<file path="src/rtl/instr_encoder_loader.sv">
// instr_encoder_loader: assembles RV32I lw/sw/R-type/beq words from instruction
// fields and writes them sequentially into instruction memory through a
// registered write port.
// Optional feature macro: ENC_IMM_CHECK_EN enables the sticky immediate-range
// error flag. Without it, immediates are silently truncated and err is tied low.
module instr_encoder_loader #(
  parameter int ADDR_W = 6,
  parameter int DEPTH  = 64
) (
  input  logic              clk,
  input  logic              reset,
  input  logic              start,
  input  logic              clr,
  input  logic              in_valid,
  output logic              in_ready,
  input  logic [1:0]        cls,
  input  logic [4:0]        rd,
  input  logic [4:0]        rs1,
  input  logic [4:0]        rs2,
  input  logic [2:0]        funct3,
  input  logic              funct7b5,
  input  logic [12:0]       imm,
  output logic              imem_we,
  output logic [ADDR_W-1:0] imem_addr,
  output logic [31:0]       imem_wdata,
  output logic [ADDR_W:0]   count,
  output logic              done,
  output logic              err
);

  localparam logic [ADDR_W:0] DEPTH_C = (ADDR_W+1)'(DEPTH);

  localparam logic [6:0] OP_LOAD   = 7'b0000011;
  localparam logic [6:0] OP_STORE  = 7'b0100011;
  localparam logic [6:0] OP_RTYPE  = 7'b0110011;
  localparam logic [6:0] OP_BRANCH = 7'b1100011;

  typedef enum logic [1:0] {
    IDLE = 2'd0,
    RUN  = 2'd1,
    FULL = 2'd2
  } state_t;

  state_t      state_q;
  state_t      state_d;
  logic        xfer;
  logic        last_slot;
  logic [31:0] enc_word;

  // A start pulse also blocks acceptance so a restart never consumes a word.
  assign in_ready  = (state_q == RUN) && !clr && !start && (count < DEPTH_C);
  assign xfer      = in_valid && in_ready;
  assign last_slot = (count == DEPTH_C - 1'b1);
  assign done      = (state_q == FULL);

  // State register.
  always_ff @(posedge clk or posedge reset) begin
    if (reset) begin
      state_q <= IDLE;
    end else begin
      state_q <= state_d;
    end
  end

  // Next-state logic: clr beats start, start beats a transfer.
  always_comb begin
    state_d = state_q;
    case (state_q)
      IDLE: begin
        if (!clr && start) begin
          state_d = RUN;
        end
      end
      RUN: begin
        if (clr) begin
          state_d = IDLE;
        end else if (start) begin
          state_d = RUN;
        end else if (xfer && last_slot) begin
          state_d = FULL;
        end
      end
      FULL: begin
        if (clr) begin
          state_d = IDLE;
        end else if (start) begin
          state_d = RUN;
        end
      end
      default: state_d = IDLE;
    endcase
  end

  // Field-to-word encoder; unused fields for a class are simply not selected.
  always_comb begin
    enc_word = 32'h0;
    case (cls)
      2'b00: enc_word = {imm[11:0], rs1, funct3, rd, OP_LOAD};
      2'b01: enc_word = {imm[11:5], rs2, rs1, funct3, imm[4:0], OP_STORE};
      2'b10: enc_word = {1'b0, funct7b5, 5'b0, rs2, rs1, funct3, rd, OP_RTYPE};
      2'b11: enc_word = {imm[12], imm[10:5], rs2, rs1, funct3, imm[4:1], imm[11], OP_BRANCH};
      default: enc_word = 32'h0;
    endcase
  end

  // Write port and counter: one registered write per accepted transfer.
  always_ff @(posedge clk or posedge reset) begin
    if (reset) begin
      imem_we    <= 1'b0;
      imem_addr  <= '0;
      imem_wdata <= 32'h0;
      count      <= '0;
    end else begin
      if (clr || start) begin
        count <= '0;
      end else if (xfer) begin
        count <= count + 1'b1;
      end
      if (xfer) begin
        imem_we    <= 1'b1;
        imem_addr  <= count[ADDR_W-1:0];
        imem_wdata <= enc_word;
      end else begin
        imem_we    <= 1'b0;
      end
    end
  end

`ifdef ENC_IMM_CHECK_EN
  logic imm_bad;
  logic err_q;

  // Loads/stores must be 12-bit sign-representable; branch offsets must be even.
  always_comb begin
    imm_bad = 1'b0;
    case (cls)
      2'b00, 2'b01: imm_bad = (imm[12] != imm[11]);
      2'b11:        imm_bad = imm[0];
      default:      imm_bad = 1'b0;
    endcase
  end

  // Sticky error flag, cleared only by reset, start or clr.
  always_ff @(posedge clk or posedge reset) begin
    if (reset) begin
      err_q <= 1'b0;
    end else if (clr || start) begin
      err_q <= 1'b0;
    end else if (xfer && imm_bad) begin
      err_q <= 1'b1;
    end
  end

  assign err = err_q;
`else
  logic unused_imm0;
  assign unused_imm0 = imm[0];
  assign err         = 1'b0;
`endif

endmodule

</file>
<file path="config.mk">
export PLATFORM = sky130hd
export DESIGN_NAME = instr_encoder_loader
export DESIGN_NICKNAME = d
export VERILOG_FILES = /design/src/rtl/instr_encoder_loader.sv
export SDC_FILE = /design/constraint.sdc
export NUM_CORES = 1
export LEC_CHECK = 0
export ABC_AREA = 1
export BUFFER_PORTS_ARGS = -buffer_cell sky130_fd_sc_hd__clkbuf_2
export CORE_ASPECT_RATIO = 0.8
export CORE_UTILIZATION = 30
export CTS_BUF_LIST = sky130_fd_sc_hd__clkbuf_8
export DETAILED_ROUTE_END_ITERATION = 8
export GPL_TIMING_DRIVEN = 0
export SETUP_SLACK_MARGIN = 0.1
export SLEW_MARGIN = 15
export SYNTH_ARGS = -nofsm -noshare
export SYNTH_HDL_FRONTEND = slang
export SYNTH_SLANG_ARGS = --single-unit
export TNS_END_PERCENT = 1
</file>
<file path="constraint.sdc">
create_clock -name clk -period 1.8 [get_ports clk]
set_clock_uncertainty 0.05 [all_clocks]
set_input_delay 0.27 -clock clk [delete_from_list [all_inputs] [get_ports clk]]
set_output_delay 0.27 -clock clk [all_outputs]
set_load 0.01 [all_outputs]
</file>
== Word level (Yosys, flattened, before mapping) ==
Index checks and enable logic that the tools add are counted.
Word-level totals
  register bits: 48
  input port bits: 39
  word-level logic and storage cells: 40
Operators by class
  $add $sub $neg: 1
  $lt $le $gt $ge: 1
  equality and inequality tests: 9
  mux-type cells: 11
  reduce and logical (&&, ||, !) cells: 13
Operator list (number)
  32-bit one-hot mux with 4 select lines: 1
  7-bit two-way mux: 2
  2-bit two-way mux: 6
  7-bit by 1-bit adder with 7-bit output (second input constant): 1
  7-bit by 6-bit == test with 1-bit output (second input constant): 1
  7-bit less-than comparator (second input constant): 1
  2-bit == test (second input constant): 3
  1-bit logical AND: 6
  2-bit one-hot mux with 3 select lines: 1
  2-bit by 1-bit == test with 1-bit output (second input constant): 2
  2-bit logical NOT: 2
  4-bit by 3-bit != test with 1-bit output (second input constant): 1
  3-bit != test (second input constant): 1
  3-bit AND reduction: 1
  1-bit logical NOT: 2
  2-bit != test (second input constant): 1
  2-bit nonzero test: 1
  1-bit logical OR: 1
  1-bit two-way mux: 1

== Logic depth before layout (Yosys ltp) ==
Gate-level depths: netlist (run 1).
  word-level depth: 10
  mapped depth: 8

== Least setup slack after synthesis (run 1) ==
OpenSTA, ideal clock, no wires.
  kind: reg2reg
  from: register count[0]
  to: register state_q[1]
  arrival time: 1.161 ns
  data required time: 1.685 ns
  slack: 0.524 ns
  stages on the path, launching flop included: 7
  path buffers: 0
  period minus slack after synthesis: 1.276 ns
  cell sequence: dfrtp_1 > ha_1 > nand3_1 > inv_1 > nand3_1 > or2_1 > nand2_1
On the way
  longest elaborated chain between the ends: 6
  elaborated cells on any way between the ends: 7
  classes of those cells: order compare: 1; eq/ne: 2; reduce/logical: 4
Ends and longest elaborated chain
  start: declaration: line 26  | output logic [ADDR_W:0] count,
  start signal: assignment: line 117  | count <= count + 1'b1;
  7-bit less-than comparator: line 51  | assign in_ready = (state_q == RUN) && !clr && !start && (count < DEPTH_C);
  1-bit logical AND: line 51
  1-bit logical AND: line 52  | assign xfer = in_valid && in_ready;
  1-bit logical AND *: line 79  | end else if (xfer && last_slot) begin
  4-bit by 3-bit != test with 1-bit output (no source line) *
  3-bit AND reduction (no source line) *
  end signal: assignment: line 61  | state_q <= state_d;
  end: declaration: line 44  | state_t state_q;
Every way passes the cells marked *; elsewhere a longest branch is shown, timed or not.
A chain may end at the register's enable or synchronous reset.

== Worst setup path after layout (run 1) ==
  from: register count[6]
  to: output port in_ready
On the way
  longest elaborated chain between the ends: 2
Ends and longest elaborated chain
  7-bit less-than comparator: line 51
  1-bit logical AND: line 51
  end: declaration: line 15  | output logic in_ready,
Every way passes these cells.

==> metrics.cfg, run 1 <==
[cts]
cts_hold_buf = 1
cts.repair.resized = 0
cts_buffer_depth = 2
cts-root-buf = clkbuf_8
clk_pin_slew_worst_paths_ns = 0.08
htreeDepth = 2
cts_tree = done
numCtsBuffers = 5
postCtsSetupRepairBufs = 0
clock_latency_ns = 0.29
clock-sinks = 45

[setup_path]
crit_path_frequent_cell = inv_1
critical-path-max-stage-delay_ns = 0.42
cp-end-kind = output pin
worstPathArrival_ns = 1.11
critical-path-top-delay-family = flip-flops
slowest_stage = dfrtp_1
r2r_slack_ns = 0.39
critPathLaunchType = register
reg2regPathDepth = 8
critPathBufInv = 3
path_depth = 4
path_cells = inv_1 -> nand3_1 -> inv_1 -> clkbuf_2
cp_max_fo = 4
critical_path_class = register to output pin
crit_required_ns = 1.48

[grt]
grt.overflow.total = 0
antenna_found_initial = 0
grtUsageTotal_pct = 15.0
grt_pass1_vias = 1650
grt_max_degree = 29
grt_pass1_wl_um = 8090

[power]
power_mw = 2.46
p_clk_share_pct = 29.7
combPwrFrac_pct = 20.1
p_seq_share_pct = 50.1
p_per_area_mw_per_mm2 = 912
peakVddDrop_v = 0.000292
p_sw_mw = 0.684
netSwitchingFraction_pct = 27.8
p_leak_nw = 1.56
cellInternalPower_mw = 1.78

[synth]
synth_top_area_share_pct = 55.3
synthMuxAreaShare_pct = 1.97
avgSynthCellArea_um2 = 8.45
seq_area_frac_synth_pct = 55.3
synth-simple-area-share_pct = 26.5
synthesis.area_mm2 = 0.00204
synth.area.top_cells = dfrtp_1 55%, nand2_1 17%, o21ai_0 3.9%, inv_1 3.9%, nand3_1 3.4%
ys_warn_count = 0
synth_xor_area_share_pct = 0.430
synth_adder_area_share_pct = 0.614
synth_top_family_by_area = simple AND/OR/NAND/NOR gates
synth_compound_area_share_pct = 6.82
synth_top_cell_by_area = dfrtp_1
ys_types = 23
postSynthCellCount = 241
yosys_register_bits = 45

[drt]
ant_nets = 0
vias = 1827
firstDrtPassIters = 4
wl_um = 5070
drc = 0
wl_per_cell_um = 12.1
viasPerCell = 4.36
drt_iter0_markers = 65

[cells_and_area]
num_antenna_cells = 0
final_area_mm2 = 0.00270
drive_gt1_share_pct = 33.4
nets = 375
syn_to_final_growth_pct = 32.5

[job]
maxCapViolCount = 0

[sta]
period_share_pct = 79.3
tns_ns = 0
maxSlewViolCount = 0
setup_viol_count_final = 0
finalCriticalPeriod_ns = 1.43
hold_viol_final = 0
fmax_mhz = 700
rsz0062_at_grt = false

[floorplan]
start_util_pct = 31.5
core_mm2 = 0.00647
die-area_mm2 = 0.00713
die_w_um = 94.1
ioPinCount = 88
dieHeight_um = 75.7
rows = 26

[placement]
port_buffers = 83
postPlaceCellArea_mm2 = 0.00258
place.gp.congestion = 0.774
dp_hpwl_um = 3820

[hold_path]
holdPathStages = 3
hold_path_class = primary input to register

[status]
run_status = complete, no violations

-- sequential cells by signal, indices dropped and copies added, names as in the netlist --
register / count
imem_we: 1
state_q: 2
count: 7
imem_addr: 6
imem_wdata: 29
-- per-layer routing --
metal	wire, um	track usage [%]	share of wire [%]
met1	2680	22.1	53
met4	35	3.76	0.69
met5	0	0	0
met2	2140	22.3	42
met3	212	3.39	4.2
-- worst reg2reg max path, stage by stage (launching register included) --
cell     delay [ns]
dfrtp_1        0.38
inv_1          0.09
nand2_1        0.07
nor2_2         0.13
nand3_2        0.10
buf_6          0.16
buf_2          0.19
nand2_1        0.08
nand2_1        0.05
-- power by group through the flow --
stage	registers (mW)	logic (mW)	clock network [mW]
CTS	1.23	0.507	0.757
detailed placement	1.25	0.505	0
finish	1.23	0.496	0.733
floorplan	1.32	0.186	0
global route	1.25	0.567	0.801
global placement	1.25	0.492	0
-- cells in the mapped netlist --
library cell  number
nor2_2             2
mux2i_1            4
or2_2              3
clkbuf_1           2
buf_4              4
nand4_1            4
buf_2              7
buf_6              1
inv_2              1
inv_1             21
xor2_1             1
or2_1              1
ha_1               1
o22ai_1            1
nand2_1           94
nand3_1           14
nor2_1             9
nor2_4             1
dfrtp_1           45
nand3_2            1
o21ai_0           16
conb_1             1
o211ai_1           7
-- cell families (layout without fill, tap and decap cells) --
kind of cell    after synthesis  in the layout
mux                           4              4
buf+inv                      36            128
flops                        45             45
xor+xnor                      1              1
other cells                   1              3
simple gates                129            129
fa+ha+maj                     1              1
compound gates               24             24
-- final timing paths --
path                                            start                         end
max in group asynchronous                       reset  imem_wdata[30]$_DFFE_PP0P_
setup reg to reg               state_q[1]$_DFFE_PP0P_  imem_wdata[20]$_DFFE_PP0P_
hold reg to reg            imem_wdata[12]$_DFFE_PP0P_  imem_wdata[12]$_DFFE_PP0P_
min in group asynchronous                       reset  imem_wdata[23]$_DFFE_PP0P_
setup / recovery                 count[6]$_DFFE_PP0P_                    in_ready
hold / removal                              funct3[1]  imem_wdata[13]$_DFFE_PP0P_
-- area by class of cell --
cell class / instances / area [um^2]
buffer: 14 / 83.8
sequential: 45 / 1130
clock buffer: 5 / 68.8
multi-input combinational: 162 / 752
inverter: 22 / 82.6
clock inverter: 2 / 35.0
fill: 675 / 3770
timing repair buffer: 85 / 445
tap: 84 / 105
-- cells in the final DEF (no fill, tap or decap) --
cell	Yosys	final
buf_12	0	1
buf_2	7	7
buf_4	4	4
buf_6	1	1
bufinv_16	0	1
clkbuf_1	2	2
clkbuf_2	0	83
clkbuf_8	0	5
clkinv_2	0	1
conb_1	1	3
dfrtp_1	45	45
dlygate4sd3_1	0	1
ha_1	1	1
inv_1	21	20
inv_2	1	2
mux2i_1	4	4
nand2_1	94	94
nand3_1	14	14
nand3_2	1	1
nand4_1	4	4
nor2_1	9	9
nor2_2	2	2
nor2_4	1	1
o211ai_1	7	7
o21ai_0	16	16
o22ai_1	1	1
or2_1	1	1
or2_2	3	3
xor2_1	1	1
-- per-stage QoR --
step	hold WS [ns]	setup slack, ns	cells	utilization, %
6_report	0.126	0.372	419	41.7
3_5_place_dp	0.223	0.207	411	39.9
5_1_grt	0.132	0.249	419	41.7
2_1_floorplan	0.337	0.421	243	-
4_1_cts	0.118	0.349	419	41.7
3_3_place_gp	0.403	-0.238	410	39.6
(Power assumes the default switching activity.)
==> inputs of run 2 (changes only) <==
==> constraint.sdc (replaced) <==
create_clock -name clk -period 1.22 [get_ports clk]
set_clock_uncertainty 0.05 [all_clocks]
set_input_delay 0.183 -clock clk [delete_from_list [all_inputs] [get_ports clk]]
set_output_delay 0.183 -clock clk [all_outputs]
set_load 0.01 [all_outputs]
==> metrics.cfg, run 2 (synthesis gave the netlist of run 1 again) <==
[floorplan]
rows = 26  ; unchanged
ioPinCount = 88  ; unchanged
core_mm2 = 0.00647  ; unchanged
dieHeight_um = 75.7  ; unchanged
die-area_mm2 = 0.00713  ; unchanged
start_util_pct = 31.5  ; unchanged
die_w_um = 94.1  ; unchanged

[sta]
setup_slack_ns = -0.143  ; -0.516 ns
finalCriticalPeriod_ns = 1.36
fmax_mhz = 734
worst_pin_slew_ns = 0.953
timing.hold.ws_ns = 0.0378  ; -0.0884 ns
hold_viol_final = 0  ; unchanged
maxSlewViolCount = 0  ; unchanged
rsz0062_at_grt = true
slew_headroom_pct = 36.4
period_share_pct = 112
setup_viol_count_final = 45  ; +45

[drt]
wl_um = 5080  ; +0.38%
vias = 1878  ; +2.8%
viasPerCell = 4.43  ; +1.6%
drt_iter0_markers = 44  ; -32%
drc = 0  ; unchanged
firstDrtPassIters = 4  ; unchanged
ant_nets = 0  ; unchanged
wl_per_cell_um = 12.0  ; -0.81%

[power]
peakVddDrop_v = 0.000527  ; +81%
power_mw = 3.46  ; +41%
p_leak_nw = 1.60  ; +2.5%
p_per_area_mw_per_mm2 = 1210  ; +33%

[cts]
numCtsBuffers = 5  ; unchanged
htreeDepth = 2  ; unchanged
cts_buffer_depth = 2  ; unchanged
cts_tree = done
clk_pin_slew_worst_paths_ns = 0.08  ; about the same
cts_hold_buf = 0  ; -1
clock-sinks = 45  ; unchanged
cts-root-buf = clkbuf_8
clock_latency_ns = 0.28  ; about the same

[placement]
dp_cells = 410  ; -0.24%
port_buffers = 83  ; unchanged
dp_hpwl_um = 3680  ; -3.8%
dp_slack_ns = -0.285  ; -0.491 ns
place.gp.congestion = 0.802  ; +3.5%

[cells_and_area]
fin_util_pct = 44.2  ; +2.5 points
fin_cells = 424  ; +1.2%
largest_register_ffs = 29  ; unchanged
layout_common_cells = 81 x nand2_1, 76 x clkbuf_2, 42 x dfrtp_1
mostFrequentLayoutCell = nand2_1
multi_input_area_um2 = 822  ; +9.3%
num_antenna_cells = 0  ; unchanged
fillerInstances = 662  ; -1.9%
nets = 379  ; +1.1%
syn_to_final_growth_pct = 40.5
reg_top3 = imem_wdata: 29 flops, count: 7 flops, imem_addr: 6 flops
drive_gt1_share_pct = 42.4  ; +8.9 points
top_register = imem_wdata
seqCellArea_mm2 = 0.00113  ; +0.33%

[status]
violations = negative setup slack
run_status = complete, but fails checks

[grt]
grt_pass1_vias = 1569  ; -4.9%
grtUsageTotal_pct = 14.3  ; -0.69 points
grt.overflow.total = 0  ; unchanged
grt_max_degree = 46  ; +59%
grt_pass1_wl_um = 7760  ; -4.2%
antenna_found_initial = 0  ; unchanged

[setup_path]
critical_path_class = register to register
crit_required_ns = 1.34  ; -0.14 ns
cp_max_fo = 8  ; +4
cp-end-kind = register
critPathLaunchType = register
reg2regPathDepth = 8  ; unchanged
worstPathArrival_ns = 1.48  ; +0.37 ns

[hold_path]
hold_path_class = primary input to async pin

[job]
maxCapViolCount = 0  ; unchanged

-- run 2: cell types whose count changed in the layout (fill, tap and decap cells not counted), moves of 4 or more --
cell / change
nand2_1: -13
nand2_2: +13
buf_6: +9
o21ai_0: -9
clkbuf_2: -7
o21ai_1: +7
buf_4: +4
nand3_1: -4
nand3_2: +4
-- run 2: power by group --
group          switching (mW)  internal (mW)  leakage [nW]
Sequential              0.128           1.71         0.583
Combinational           0.427          0.364         0.961
Clock                   0.455          0.382        0.0519
Total                    1.01           2.45          1.60
-- run 2: final timing paths --
path | endpoint | from | slack [ns]
max | imem_wdata[20]$_DFFE_PP0P_ | state_q[1]$_DFFE_PP0P_ | -0.14
min | imem_wdata[26]$_DFFE_PP0P_ | reset | 0.04
max reg2reg | imem_wdata[20]$_DFFE_PP0P_ | state_q[1]$_DFFE_PP0P_ | -0.14
min reg2reg | imem_wdata[13]$_DFFE_PP0P_ | imem_wdata[13]$_DFFE_PP0P_ | 0.42
max in group asynchronous | count[4]$_DFFE_PP0P_ | reset | 0.51
min in group clk | imem_wdata[13]$_DFFE_PP0P_ | funct3[1] | 0.05
-- run 2: worst max-delay path, stage by stage (launching register included) --
cell,delay [ns]
dfrtp_1,0.40
inv_2,0.08
nand2_2,0.05
nor2_2,0.13
nand3_2,0.12
buf_8,0.17
clkbuf_16,0.15
nand2_1,0.05
nand2_1,0.05
-- run 2: per-stage QoR --
step | setup TNS, ns | area (um^2)
2_1_floorplan | -0.667 | 2050
3_3_place_gp | -9.21 | 2570
3_5_place_dp | -9.92 | 2570
4_1_cts | -3.07 | 2740
5_1_grt | -7.83 | 2860
6_report | -4.22 | 2860
-- run 2: per-layer routing --
| metal | part of all wire [%] | routed length, um | vias to the layer above | track usage [%] |
|---|---|---|---|---|
| met5 | 0 | 0 | - | 0 |
| met4 | 0.30 | 15 | 0 | 2.56 |
| met3 | 6.4 | 324 | 2 | 3.89 |
| met2 | 43 | 2200 | 59 | 21.2 |
| met1 | 50 | 2550 | 867 | 21.0 |
| li1 | - | - | 950 | - |
-- run 2: layout make-up --
cell class              count  area share [%]
plain buffers              14            4.50
clock buffers               5            2.40
clock inverters             3           0.393
inverters                  22            3.02
multi-input cells         162            28.7
flip-flops and latches     45            39.5
well taps                  84            3.67
repair buffers             89            17.8
-- run 2: what timing repair did --
item / in CTS / in global routing
cloned: 0 / 1
gates resized for setup: 28 / 39
pin swaps: 3 / 7
setup buffers: 3 / 2
endpoints found under the setup margin: 51 / 54
==> inputs of run 3 (changes only) <==
--- a/config.mk
+++ b/config.mk
@@ -12,6 +12,7 @@
 export CTS_BUF_LIST = sky130_fd_sc_hd__clkbuf_8
 export DETAILED_ROUTE_END_ITERATION = 8
 export GPL_TIMING_DRIVEN = 0
+export PLACE_DENSITY = 0.61
 export SETUP_SLACK_MARGIN = 0.1
 export SLEW_MARGIN = 15
 export SYNTH_ARGS = -nofsm -noshare
==> constraint.sdc (replaced) <==
create_clock -name clk -period 1.22 [get_ports clk]
set_clock_uncertainty 0.05 [all_clocks]
set_input_delay 0.183 -clock clk [delete_from_list [all_inputs] [get_ports clk]]
set_output_delay 0.183 -clock clk [all_outputs]
set_load 0.02 [all_outputs]
==> metrics.cfg, run 3 (synthesis gave the netlist of run 1 again) <==
[sta]
tns_ns = -5.01  ; -0.795 ns
fmax_mhz = 718  ; -2.2%
period_share_pct = 114  ; +2.5 points
hold_viol_final = 0  ; unchanged
worst_pin_slew_ns = 0.959  ; +0.00596 ns
setup_viol_count_final = 45  ; unchanged
timing.hold.ws_ns = 0.0290  ; -0.00879 ns
finalCriticalPeriod_ns = 1.39  ; +0.0305 ns
rsz0062_at_grt = true
maxSlewViolCount = 0  ; unchanged
slew_headroom_pct = 36.0  ; -0.40 points
setup_slack_ns = -0.174  ; -0.0305 ns

[placement]
dp_slack_ns = -0.273  ; +0.0111 ns
place.gp.congestion = 0.821  ; +2.5%
postPlaceCellArea_mm2 = 0.00257  ; about the same
dp_cells = 410  ; unchanged
port_buffers = 83  ; unchanged
dp_hpwl_um = 3690  ; +0.23%

[floorplan]
core_mm2 = 0.00647  ; unchanged
ioPinCount = 88  ; unchanged
dieHeight_um = 75.7  ; unchanged
die-area_mm2 = 0.00713  ; unchanged
die_w_um = 94.1  ; unchanged
rows = 26  ; unchanged
start_util_pct = 31.5  ; unchanged

[grt]
grt_pass1_vias = 1620  ; +3.3%
met2_usage_pct = 22.8  ; +1.5 points
use_met1_pct = 20.6  ; -0.36 points
antenna_found_initial = 0  ; unchanged
grtUsageTotal_pct = 14.5  ; +0.27 points
grt.overflow.total = 0  ; unchanged
grt_max_degree = 46  ; unchanged
grt.busiest_layer = met2
grt_pass1_wl_um = 7850  ; +1.2%
grt_util_met3_pct = 3.49  ; -0.40 points

[setup_path]
cp_max_fo = 5  ; -3
critical_path_class = register to register
endpoint = imem_wdata[22]$_DFFE_PP0P_
critical-path-max-stage-delay_ns = 0.37  ; -0.03 ns
timing.rr.end = imem_wdata[22]$_DFFE_PP0P_
path_cells = buf_4 -> nand2_2 -> nor2_4 -> nand3_4 -> buf_8 -> clkbuf_16 -> nand2_1 -> nand2_1
r2r-start = state_q[0]$_DFFE_PP0P_
r2r_slack_ns = -0.17  ; -0.03 ns
crit_path_frequent_cell = nand2_1
worstSetupStartpoint = state_q[0]$_DFFE_PP0P_
worstPathArrival_ns = 1.52  ; +0.04 ns
slowest_stage = dfrtp_1
reg2regPathDepth = 8  ; unchanged
cp-end-kind = register
critPathLaunchType = register
crit_required_ns = 1.35  ; about the same

[cts]
clk_pin_slew_worst_paths_ns = 0.08  ; about the same
clock_latency_ns = 0.29  ; about the same
htreeDepth = 2  ; unchanged
cts-root-buf = clkbuf_8
cts_hold_buf = 0  ; unchanged
numCtsBuffers = 5  ; unchanged
clock-sinks = 45  ; unchanged
cts_buffer_depth = 2  ; unchanged
cts_tree = done

[drt]
vias = 1865  ; -0.69%
wl_um = 5220  ; +2.8%
drc = 0  ; unchanged
firstDrtPassIters = 4  ; unchanged
drt_iter0_markers = 46  ; +4.5%
viasPerCell = 4.37  ; -1.4%
wl_per_cell_um = 12.2  ; +2.0%
ant_nets = 0  ; unchanged

[cells_and_area]
top_register = imem_wdata
fin_util_pct = 45.6  ; +1.4 points
fin_cells = 427  ; +0.71%
syn_to_final_growth_pct = 45.0
fillerInstances = 679  ; +2.6%
multi_input_area_um2 = 815  ; -0.91%
drive_gt1_share_pct = 41.7  ; -0.66 points
mostFrequentLayoutCell = nand2_1
layout_common_cells = 83 x nand2_1, 69 x clkbuf_2, 41 x dfrtp_1
final_area_mm2 = 0.00295  ; +3.1%
nets = 382  ; +0.79%
largest_register_ffs = 29  ; unchanged
reg_top3 = imem_wdata: 29 flops, count: 7 flops, imem_addr: 6 flops
num_antenna_cells = 0  ; unchanged
seqCellArea_mm2 = 0.00113  ; +0.11%

[hold_path]
hold_path_class = primary input to async pin

[job]
maxCapViolCount = 0  ; unchanged

[power]
p_leak_nw = 1.63  ; +2.0%
peakVddDrop_v = 0.000634  ; +20%
power_mw = 3.67  ; +6.1%
p_per_area_mw_per_mm2 = 1240  ; +2.9%

[status]
violations = negative setup slack
run_status = complete, but fails checks

==> run 3: changes by cell type in the layout (fill, tap and decap cells not counted), sizes merged <==
cell	before	now
clkbuf	84	81
inv	24	23
buf	24	30
clkinvlp	1	2
==> run 3: worst max-delay path, delay by kind of cell, from the launching register on <==
family | cells | cell delay, ns
buffers and inverters | 3 | 0.44
DFF | 1 | 0.37
and+or+nand+nor | 5 | 0.43
==> run 3: metal layers <==
layer	vias to the layer above	routed length [um]
met4	0	19
li1	958	-
met2	54	2380
met1	851	2570
met5	-	0
met3	2	258
==> run 3: final cells by class <==
| type | count | area share, % |
|---|---|---|
| buffer | 14 | 4.49 |
| clock buffer | 5 | 2.33 |
| clock inverter | 3 | 0.508 |
| inverter | 22 | 2.92 |
| multi-input combinational | 162 | 27.6 |
| sequential | 45 | 38.3 |
| tap | 84 | 3.56 |
| timing repair buffer | 92 | 20.3 |
==> run 3: how the worst min path moves through the flow <==
| stage | end | cells after the start | slack [ns] |
|---|---|---|---|
| 2_1_floorplan | count[1]$_DFFE_PP0P_ | 1 | 0.14 |
| 3_3_place_gp | imem_wdata[12]$_DFFE_PP0P_ | 3 | 0.34 |
| 3_5_place_dp | imem_wdata[12]$_DFFE_PP0P_ | 3 | 0.34 |
| 4_1_cts | imem_wdata[12]$_DFFE_PP0P_ | 3 | 0.03 |
| 5_1_grt | imem_wdata[15]$_DFFE_PP0P_ | 3 | 0.04 |
| 6_report | imem_wdata[30]$_DFFE_PP0P_ | 2 | 0.03 |
==> run 3: where the power goes <==
| group | internal [mW] | leakage [nW] | switching, mW |
|---|---|---|---|
| clock network | 0.389 | 0.0467 | 0.484 |
| registers | 1.71 | 0.581 | 0.127 |
| logic | 0.370 | 1.00 | 0.599 |
| total | 2.46 | 1.63 | 1.21 |
==> run 3: repair_timing <==
action                                  CTS  global route
resized for setup                        26            55
endpoints found under the setup margin   53            59
buffers inserted                          4             3
gates cloned                              0             2
pin swaps                                 3             7
